**src/rtl/uart_tx.sv**
```systemverilog
// uart_tx: UART serial transmitter, frame = start, Nbit data LSB first,
// optional even parity, one stop bit. All outputs registered.
module uart_tx #(
    parameter int Nbit      = 8,
    parameter int baudrate  = 9600,
    parameter int clk_freq  = 50000000,
    parameter int PARITY_EN = 0
) (
    input  logic            clk,
    input  logic            reset,
    input  logic            start_tx,
    input  logic [Nbit-1:0] DataTx,
    input  logic            clr_tx_flag,
    output logic            SerialDataOut,
    output logic            Tx_busy,
    output logic            Tx_flag
);

    localparam int bit_time      = clk_freq / baudrate;
    localparam int baud_cnt_bits = (bit_time > 1) ? $clog2(bit_time) : 1;
    localparam int bit4count     = (Nbit > 1) ? $clog2(Nbit) : 1;

    localparam logic [baud_cnt_bits-1:0] baud_last =
        baud_cnt_bits'(bit_time - 1);
    localparam logic [bit4count:0] bit_last =
        (bit4count + 1)'(Nbit - 1);

    typedef enum logic [2:0] {
        IDLE,
        START,
        DATA,
        PARITY,
        STOP
    } state_t;

    state_t                   state;
    state_t                   state_n;
    logic [Nbit-1:0]          shreg;
    logic [Nbit-1:0]          shreg_n;
    logic [baud_cnt_bits-1:0] baud;
    logic [baud_cnt_bits-1:0] baud_n;
    logic [bit4count:0]       bitcnt;
    logic [bit4count:0]       bitcnt_n;
    logic                     par;
    logic                     par_n;
    logic                     line_n;
    logic                     busy_n;
    logic                     flag_n;
    logic                     bit_end;

    assign bit_end = (baud == baud_last);

    always_ff @(posedge clk or posedge reset) begin
        if (reset) begin
            state         <= IDLE;
            shreg         <= '0;
            baud          <= '0;
            bitcnt        <= '0;
            par           <= 1'b0;
            SerialDataOut <= 1'b1;
            Tx_busy       <= 1'b0;
            Tx_flag       <= 1'b0;
        end else begin
            state         <= state_n;
            shreg         <= shreg_n;
            baud          <= baud_n;
            bitcnt        <= bitcnt_n;
            par           <= par_n;
            SerialDataOut <= line_n;
            Tx_busy       <= busy_n;
            Tx_flag       <= flag_n;
        end
    end

    // Line value is computed one cycle ahead so it only moves on bit edges
    always_comb begin
        state_n  = state;
        shreg_n  = shreg;
        baud_n   = baud;
        bitcnt_n = bitcnt;
        par_n    = par;
        line_n   = SerialDataOut;
        busy_n   = Tx_busy;
        flag_n   = clr_tx_flag ? 1'b0 : Tx_flag;

        if (state != IDLE) begin
            baud_n = bit_end ? '0 : baud + 1'b1;
        end

        unique case (state)
            IDLE: begin
                baud_n   = '0;
                bitcnt_n = '0;
                line_n   = 1'b1;
                busy_n   = 1'b0;
                if (start_tx) begin
                    shreg_n = DataTx;
                    par_n   = ^DataTx;
                    state_n = START;
                    line_n  = 1'b0;
                    busy_n  = 1'b1;
                end
            end
            START: begin
                if (bit_end) begin
                    state_n = DATA;
                    line_n  = shreg[0];
                end
            end
            DATA: begin
                if (bit_end) begin
                    shreg_n  = shreg >> 1;
                    bitcnt_n = bitcnt + 1'b1;
                    if (bitcnt == bit_last) begin
                        if (PARITY_EN != 0) begin
                            state_n = PARITY;
                            line_n  = par;
                        end else begin
                            state_n = STOP;
                            line_n  = 1'b1;
                        end
                    end else begin
                        line_n = shreg_n[0];
                    end
                end
            end
            PARITY: begin
                if (bit_end) begin
                    state_n = STOP;
                    line_n  = 1'b1;
                end
            end
            STOP: begin
                if (bit_end) begin
                    state_n = IDLE;
                    line_n  = 1'b1;
                    busy_n  = 1'b0;
                    flag_n  = 1'b1;
                end
            end
            default: begin
                state_n = IDLE;
                line_n  = 1'b1;
                busy_n  = 1'b0;
            end
        endcase
    end

endmodule

```
**config.mk**
```make
export PLATFORM = sky130hd
export DESIGN_NAME = uart_tx
export DESIGN_NICKNAME = d
export VERILOG_FILES = /design/src/rtl/uart_tx.sv
export SDC_FILE = /design/constraint.sdc
export NUM_CORES = 1
export LEC_CHECK = 0
export CORE_UTILIZATION = 30
export CTS_CLUSTER_SIZE = 30
export DETAILED_ROUTE_END_ITERATION = 7
export HOLD_SLACK_MARGIN = 0.05
export SLEW_MARGIN = 40
export SYNTH_ARGS = -nofsm -noshare
export SYNTH_HDL_FRONTEND = slang
export SYNTH_SLANG_ARGS = --single-unit
export TNS_END_PERCENT = 30
```
**constraint.sdc**
```tcl
create_clock -name clk -period 3.4 [get_ports clk]
set_input_delay 0.34 -clock clk [delete_from_list [all_inputs] [get_ports clk]]
set_output_delay 0.34 -clock clk [all_outputs]
set_load 0.05 [all_outputs]
```
==> results.toml <==
[logic_synthesis]
syn-num-nets = 162
synth-seq-area-share_pct = 47.84
synth.area.top_cells = "dfrtp_1 46%, mux2_4 6.5%, mux2_2 5.5%"
yosys_warnings = 0
yosys.area.top_type_share_pct = 46.22
synth_edf_count = 0
synth_area_mm2 = 0.001624
synth_seq_cells = 31
synth_area_per_cell_um2 = 10.97
yosysMostFrequentCell = "dfrtp_1"
synth.largest_area_cell = "dfrtp_1"
netlist_instances = 148
yosys_most_used_dff = "dfrtp_1"
ys_types = 34
async_flop_share_pct = 100.0
synthTopCellsByCount = "30 x dfrtp_1, 17 x nor2_1, 14 x nand3_1"

[die]
die_h_um = 75.58
start_util_pct = 31.40
core_area_mm2 = 0.005172
die_w_um = 75.58
dieArea_mm2 = 0.005712
ioPinCount = 15
rows = 26

[power_and_ir_drop]
vdd_drop_max_uv = 221.9
leakagePower_uw = 0.0007948
p_per_area_mw_per_mm2 = 521.6

[setup_path]
cp_max_fo = 11
arrival_ns = 2.11
worstPathCellList = "nor3b_4 -> nand4_4 -> and2_4 -> mux2_4"
startpoint = "state[2]"
required_ns = 3.57
timing.rr.start = "state[2]"
end_kind = "flop"
cp_slowest_stage_delay_ns = 0.55
cp_slowest_cell = "nor3b_4"
path_class = "reg -> reg"
worstSetupStartpointType = "flop"

[routing]
first_pass_iters = 4
routedWlPerCell_um = 13.09
ant_nets = 0
drt_iter0_drc = 79
vias = 1118
drc_errors = 0
viasPerCell = 4.737
wl_um = 3089

[placed_design]
dpl_cell_area_mm2 = 0.001809
portBuffers = 14
preCtsSetupSlack_ns = 1.253
gp_congestion = 0.7875
dp_cells = 228
dp_hpwl_um = 2131

[sta]
hold_viol_final = 0
final.setup_skew_ns = 0.005904
finalCriticalPeriod_ns = 1.941
drv_slew = 0
worst_slew_pin_slew_ns = 0.6573
setup-violations-final = 0
rsz0062_at_grt = "false"
timing.fmax_mhz = 515.3
finalCritPeriodShare_pct = 57.07
maxSlewHeadroom_pct = 55.84
tns_ns = 0
fin_ws_ns = 1.459

[clock_tree]
cts_setup_buffers = 0
holdBufCountCts = 0
max-clock-path-buffers = 2
clkLatencyLatePin_ns = 0.28
clockRootBuffer = "clkbuf_8"
cts_tree = "done"
ctsHtreeMaxLevel = 2
numCtsBuffers = 5
clock_sinks = 31
cts_resized = 0
cts.clk_slew.worst_paths_ns = 0.07

[grt]
grt_usage_pct = 12.62
antenna_found_initial = 0
grt_max_degree = 32
grt_first_pass_wirelength_um = 5119
grt-ovfl-total = 0
grt_pass1_vias = 1045

[run_status]
status = "finished clean"

[final_layout]
fillers = 495
finish.utilization_pct = 36.72
diodes = 0
fin_area_mm2 = 0.001899
layoutNonFillerInstCount = 236
drive_above_1_share_pct = 20.48
synthToLayoutAreaGrowth_pct = 16.95
nets = 179

[hold_path]
hp-class = "in -> async"

[job]
drv_cap = 0
logic make-up after synthesis:
kind of cell / share of synthesized area (%)
xor+xnor: 5.933
fa+ha+maj: 1.541
simple gates: 23.42
flops: 47.84
buf+inv: 4.005
compound gates: 4.622
mux: 12.64
power breakdown:
group          internal (uW)  switching, uW  total (uW)
logic                    111            111         221
registers                438           53.9         491
clock network            140            138         278
total                    688            303         991
sequential cells by signal (all words and copies together), names as in the netlist:
register       cells
shreg              8
baud              13
Tx_busy            1
Tx_flag            1
state              3
SerialDataOut      1
bitcnt             4
cells in the final DEF, fill, tap and decap left out, types with 5 or more instances in the layout:
master | Yosys | final
dfrtp_1 | 30 | 30
xnor2_1 | 9 | 9
mux2_2 | 8 | 8
nor2_1 | 17 | 17
mux2_4 | 7 | 7
nand2_1 | 10 | 10
nand3_1 | 14 | 14
o21ai_0 | 8 | 8
clkbuf_8 | 0 | 5
clkdlybuf4s50_1 | 0 | 14
metrics by stage:
stage,power [uW],hold WS [ns]
6_report,990.7,0.4452
5_1_grt,1051,0.4979
4_1_cts,1008,0.4545
3_5_place_dp,719.3,0.4813
3_3_place_gp,713.6,0.4837
2_1_floorplan,650.2,0.4389
worst max-delay path, delay by kind of cell, from the launching register on:
family / cells / cell delay, ns
mux: 1 / 0.31
flops: 1 / 0.50
simple gates: 3 / 1.02
worst paths after layout:
| kind | endpoint | slack, ns | depth (start not counted) |
|---|---|---|---|
| max | shreg[0] | 1.46 | 4 |
| min | baud[0] | 0.45 | 3 |
| max reg2reg | shreg[0] | 1.46 | 4 |
| min reg2reg | baud[0] | 0.49 | 1 |
| max in group asynchronous | SerialDataOut | 2.64 | 3 |
| min in group clk | baud[0] | 0.49 | 1 |
cell type report:
cell class                      instances  area [um^2]  share of cell area [%]
Multi-Input combinational cell        108        788.3                   41.50
Sequential cell                        31        777.0                   40.91
Timing Repair Buffer                   15        147.6                   7.773
Tap cell                               70        87.58                   4.611
Clock buffer                            5        68.82                   3.623
Clock inverter                          3        15.01                  0.7905
Inverter                                4        15.01                  0.7905
routing by layer:
| metal | track usage [%] | share of wire (%) | wire, um | vias up |
|---|---|---|---|---|
| li1 | - | - | - | 553 |
| met1 | 16.96 | 50 | 1551 | 547 |
| met2 | 17.46 | 46 | 1422 | 16 |
| met3 | 3.968 | 2.4 | 75 | 2 |
| met4 | 8.025 | 1.3 | 40 | 0 |
| met5 | 0 | 0 | 0 | - |
Note: power is estimated with default switching activity, not from simulation.
==> edit 1: new RTL, config.mk and constraints unchanged <==
One comparison of `bitcnt` changes from == to >=.
--- a/src/rtl/uart_tx.sv
+++ b/src/rtl/uart_tx.sv
@@ -112,5 +112,5 @@
                     shreg_n  = shreg >> 1;
                     bitcnt_n = bitcnt + 1'b1;
-                    if (bitcnt == bit_last) begin
+                    if (bitcnt >= bit_last) begin
                         if (PARITY_EN != 0) begin
                             state_n = PARITY;
Function: no difference found for any inputs over 10 cycles, from zero or initial values and one cycle with reset high; that may be too few to reach the edited logic, so the function may still have changed.
==> edit 1 against the unedited design <==
- non-clock buffer count unchanged
- setup slack got worse by 0.054 ns
- sequential cell count unchanged
- cell area about the same
- synthesized area decreased by 1.3%
- clock skew increased by 0.0023 ns
- sequential share of layout area about the same
- count of clock-buffer cells in the layout increased by 3
- wire length decreased by 1.7%
- critical path type unchanged
- highest routed layer unchanged
Power is not compared: it rests on default switching activity, and its combinational part moved more than twofold at a synthesized area within 25%.
==> edit 1: results (changes against the unedited design) <==
- Run status: complete, no violations (unchanged)
- Gate Count Post-Synth: 150 (was 148)
- The timing endpoint of the critical path is shreg[2] (was shreg[0]).
- The largest net degree at the start of global routing came to 32 (unchanged).
- The multi-input logic cell count was 108 (unchanged).
- The global-route usage over all layers is 12.6% (about the same).
* Rel. slew slack: 54.5% (was 55.8%)
* Tightest hold margin: 0.443 ns (was 0.445 ns)
- The standard cell area after detailed placement is 1820 sq um (was 1810 sq um).
- Synth area leaders: sky130_fd_sc_hd__dfrtp_1 (47%), sky130_fd_sc_hd__mux2_4 (5.6%), sky130_fd_sc_hd__xnor2_1 (4.9%) (was sky130_fd_sc_hd__dfrtp_1 (46%), sky130_fd_sc_hd__mux2_4 (6.5%), sky130_fd_sc_hd__mux2_2 (5.5%))
* Worst flop-to-flop path startpoint: state[1] (was state[2])
- Filler cell count: 535 (was 495)
- The count of flip-flops and latches came to 31 (unchanged).
- The relative area change from synthesis to final layout came to 18.4% (was 16.9%).
* Minimum setup slack after placement: 1.39 ns (was 1.25 ns)
* Post-Route Utilization: 36.9% (was 36.7%)
- Post-DR wirelength/cell: 12.8 um (was 13.1 um)
- The net count reported at finish is 181 (was 179).
- The placer congestion estimate is 0.791 (was 0.788).
- Fraction of area in clock buffers and inverters: 4.22% (was 4.41%)
* Non-clock inverter instance count of the final layout: 6 (was 4)
- Fraction of area in registers: 40.9% (about the same)
- The first-iteration detailed-routing DRC count is 71 (was 79).
- Seq/Total Area, Yosys: 48.5% (was 47.8%)
- The fraction of area in non-clock buffers was 7.78% (was 7.77%).
- Half-perimeter wire length of the detailed placement result: 2040 um (was 2130 um)
- Min cycle time layout: 1.99 ns (was 1.94 ns)
* First-pass GRT wire length: 5180 um (was 5120 um)
- Synthesized netlist net count: 164 (was 162)
* Cell variety after synth: 35 (was 34)
* Total wirelength of the detailed-routed design: 3040 um (was 3090 um)
* Area of the multi-input gates: 783 sq um (was 788 sq um)
- The worst clock skew is 0.00816 ns (was 0.00590 ns).
- Fraction of layout cells with a size suffix above 1: 16.1% (was 20.5%)
- The delay of the slowest cell on the worst path came to 0.57 ns (was 0.55 ns).
- The vias after detailed routing came to 1117 (was 1118).
- Clock buffer cells: 8 (was 5)
* Top cells by instance count after synthesis: sky130_fd_sc_hd__dfrtp_1 (30), sky130_fd_sc_hd__nor2_1 (17), sky130_fd_sc_hd__nand3_1 (10), sky130_fd_sc_hd__nand2_1 (9), sky130_fd_sc_hd__xnor2_1 (9) (was sky130_fd_sc_hd__dfrtp_1 (30), sky130_fd_sc_hd__nor2_1 (17), sky130_fd_sc_hd__nand3_1 (14), sky130_fd_sc_hd__nand2_1 (10), sky130_fd_sc_hd__xnor2_1 (9))
- Antenna violations before repair: 0 (unchanged)
- Data arrival time of the critical path: 2.16 ns (was 2.11 ns)
- The number of cells in the design after placement was 230 (was 228).
## edit 1: changes by cell type in the layout (fill, tap and decap cells not counted), sizes merged, moves of 3 or more
cell    delta
mux2       -3
nand2b     +3
nand3      -4
clkbuf     +3
a21oi      +3
clkinv     -3
## edit 1: metal layers
layer | GRT usage (%) | wire length [um]
met1 | 16.5 | 1600
met2 | 18.8 | 1280
met3 | 3.61 | 81
met4 | 6.92 | 74
met5 | 0 | 0
## edit 1: cell families (layout without fill, tap and decap cells)
group                    count (synthesis)  after routing  synth area share, %
adder cells (fa/ha/maj)                  2              2                 1.56
flip-flops                              31             31                 48.5
AO/OA/AOI/OAI                           21             21                 8.67
buffers and inverters                   11             29                 2.65
AND/OR/NAND/NOR                         60             60                 21.5
XOR/XNOR                                11             11                 6.01
multiplexers                            14             14                 11.1
## edit 1: report_power, final
part | internal, mW | switching, mW
Combinational | 0.0206 | 0.0129
Clock | 0.145 | 0.135
Sequential | 0.374 | 0.00233
Total | 0.540 | 0.151
==> edit 2: new RTL, same flow settings <==
Made on the original files. The parameter `clk_freq` goes from 50000000 to 25000000.
--- a/src/rtl/uart_tx.sv
+++ b/src/rtl/uart_tx.sv
@@ -4,5 +4,5 @@
     parameter int Nbit      = 8,
     parameter int baudrate  = 9600,
-    parameter int clk_freq  = 50000000,
+    parameter int clk_freq  = 25000000,
     parameter int PARITY_EN = 0
 ) (
Function: same outputs for any inputs over 10 cycles, from zero or initial values and one cycle with reset high; that may be too few to reach the edited logic, so the function may still have changed.
==> edit 2 against the unedited design <==
- wire length shrank 6.0%
- cell area is 1.2% lower
- synthesized area down 2.6%
- total power is 2.2% lower
- setup slack better by 0.0090 ns
- critical path type is now reg2out
- first-iteration DRC count down 19%
- sequential share of layout area shrank 0.84 points
- sequential cell count down 1
==> edit 2: results (changes against the unedited design) <==
- The leakage power is 0.741 nW (was 0.795 nW).
- Gate Count Post-Synth: 155 (was 148)
* Inst Count DP: 234 (was 228)
* Synthesized netlist net count: 169 (was 162)
- The post-synthesis sequential area ratio is 47.5% (was 47.8%).
- Detailed-route vias per instance: 4.79 (was 4.74)
- The distinct cell type count after synthesis came to 41 (was 34).
* Overall fraction of global-route tracks in use: 11.2% (was 12.6%)
- The critical setup path kind is reg2out (was reg2reg).
* Half-perimeter wire length of the detailed placement result: 1950 um (was 2130 um)
* Vias in the first global route: 1023 (was 1045)
* Filler cell count: 511 (was 495)
- Run status: complete, no violations (unchanged)
- Kind of cell with the highest combined delay on the critical path: buffers and inverters (was simple AND/OR/NAND/NOR gates)
* DP Area: 1790 sq um (was 1810 sq um)
* VDD IR-drop max: 0.191 mV (was 0.222 mV)
- The wire length of the first global-routing pass is 4700 um (was 5120 um).
- The worst clock skew came to 0.00745 ns (was 0.00590 ns).
- The delay of the slowest cell on the worst path is 0.79 ns (was 0.55 ns).
- Minimum setup slack after placement: 1.39 ns (was 1.25 ns)
* Non-filler cells, final: 242 (was 236)
- Largest registers in the final layout: baud (12), shreg (8), bitcnt (4) (was baud (13), shreg (8), bitcnt (4)).
- Maximum number of pins on one net before global-route repair: 31 (was 32)
- The data arrival time of the critical path is 1.59 ns (was 2.11 ns).
- Highest-delay cell along the critical path: sky130_fd_sc_hd__clkdlybuf4s50_1 (was sky130_fd_sc_hd__nor3b_4)
* GP Congestion: 0.758 (was 0.788)
* Rel. slew slack: 48.8% (was 55.8%)
* Number of DRC markers after the initial detailed-route iteration: 64 (was 79)
- Synth area leaders: sky130_fd_sc_hd__dfrtp_1 (46%), sky130_fd_sc_hd__mux2_2 (11%), sky130_fd_sc_hd__xnor2_1 (4.4%) (was sky130_fd_sc_hd__dfrtp_1 (46%), sky130_fd_sc_hd__mux2_4 (6.5%), sky130_fd_sc_hd__mux2_2 (5.5%)).
- Number of nets in the layout: 185 (was 179)
## edit 2: final cells by class
class | count | area [sq um] | area share (%)
inverters | 6 | 22.5 | 1.20
multi-input cells | 113 | 787 | 41.9
clock buffers | 8 | 80.1 | 4.27
repair buffers | 15 | 148 | 7.87
flip-flops and latches | 30 | 752 | 40.1
well taps | 70 | 87.6 | 4.67
## edit 2: per-layer routing
layer | GRT usage (%) | vias up | share of wire [%]
met5 | 0 | - | 0
met4 | 3.77 | 0 | 1.0
met3 | 4.07 | 4 | 4.4
met2 | 16.3 | 24 | 44
met1 | 15.5 | 549 | 50
li1 | - | 581 | -
## edit 2: final timing paths
path / from / endpoint / slack (ns) / cells past startpoint
worst max-delay path: SerialDataOut / SerialDataOut / 1.47 / 1
worst min-delay path: reset / Tx_flag / 0.44 / 3
worst max register to register: state[1] / shreg[1] / 1.49 / 3
worst min register to register: shreg[4] / shreg[4] / 0.50 / 1
max in group asynchronous: reset / SerialDataOut / 2.65 / 3
min in group clk: shreg[4] / shreg[4] / 0.50 / 1
## edit 2: report_power, final
group	leakage, nW	internal (mW)	switching [mW]
registers	0.381	0.424	0.0535
logic	0.321	0.103	0.110
clock network	0.0395	0.145	0.133
## edit 2: kinds of logic after synthesis
logic type               count (synthesis)  synth area share (%)
flip-flops                              30                  47.5
AND/OR/NAND/NOR                         67                  23.7
AO/OA/AOI/OAI                           18                  7.36
multiplexers                            16                  11.3
XOR/XNOR                                10                  5.54
buffers and inverters                   12                  2.93
adder cells (fa/ha/maj)                  2                  1.58
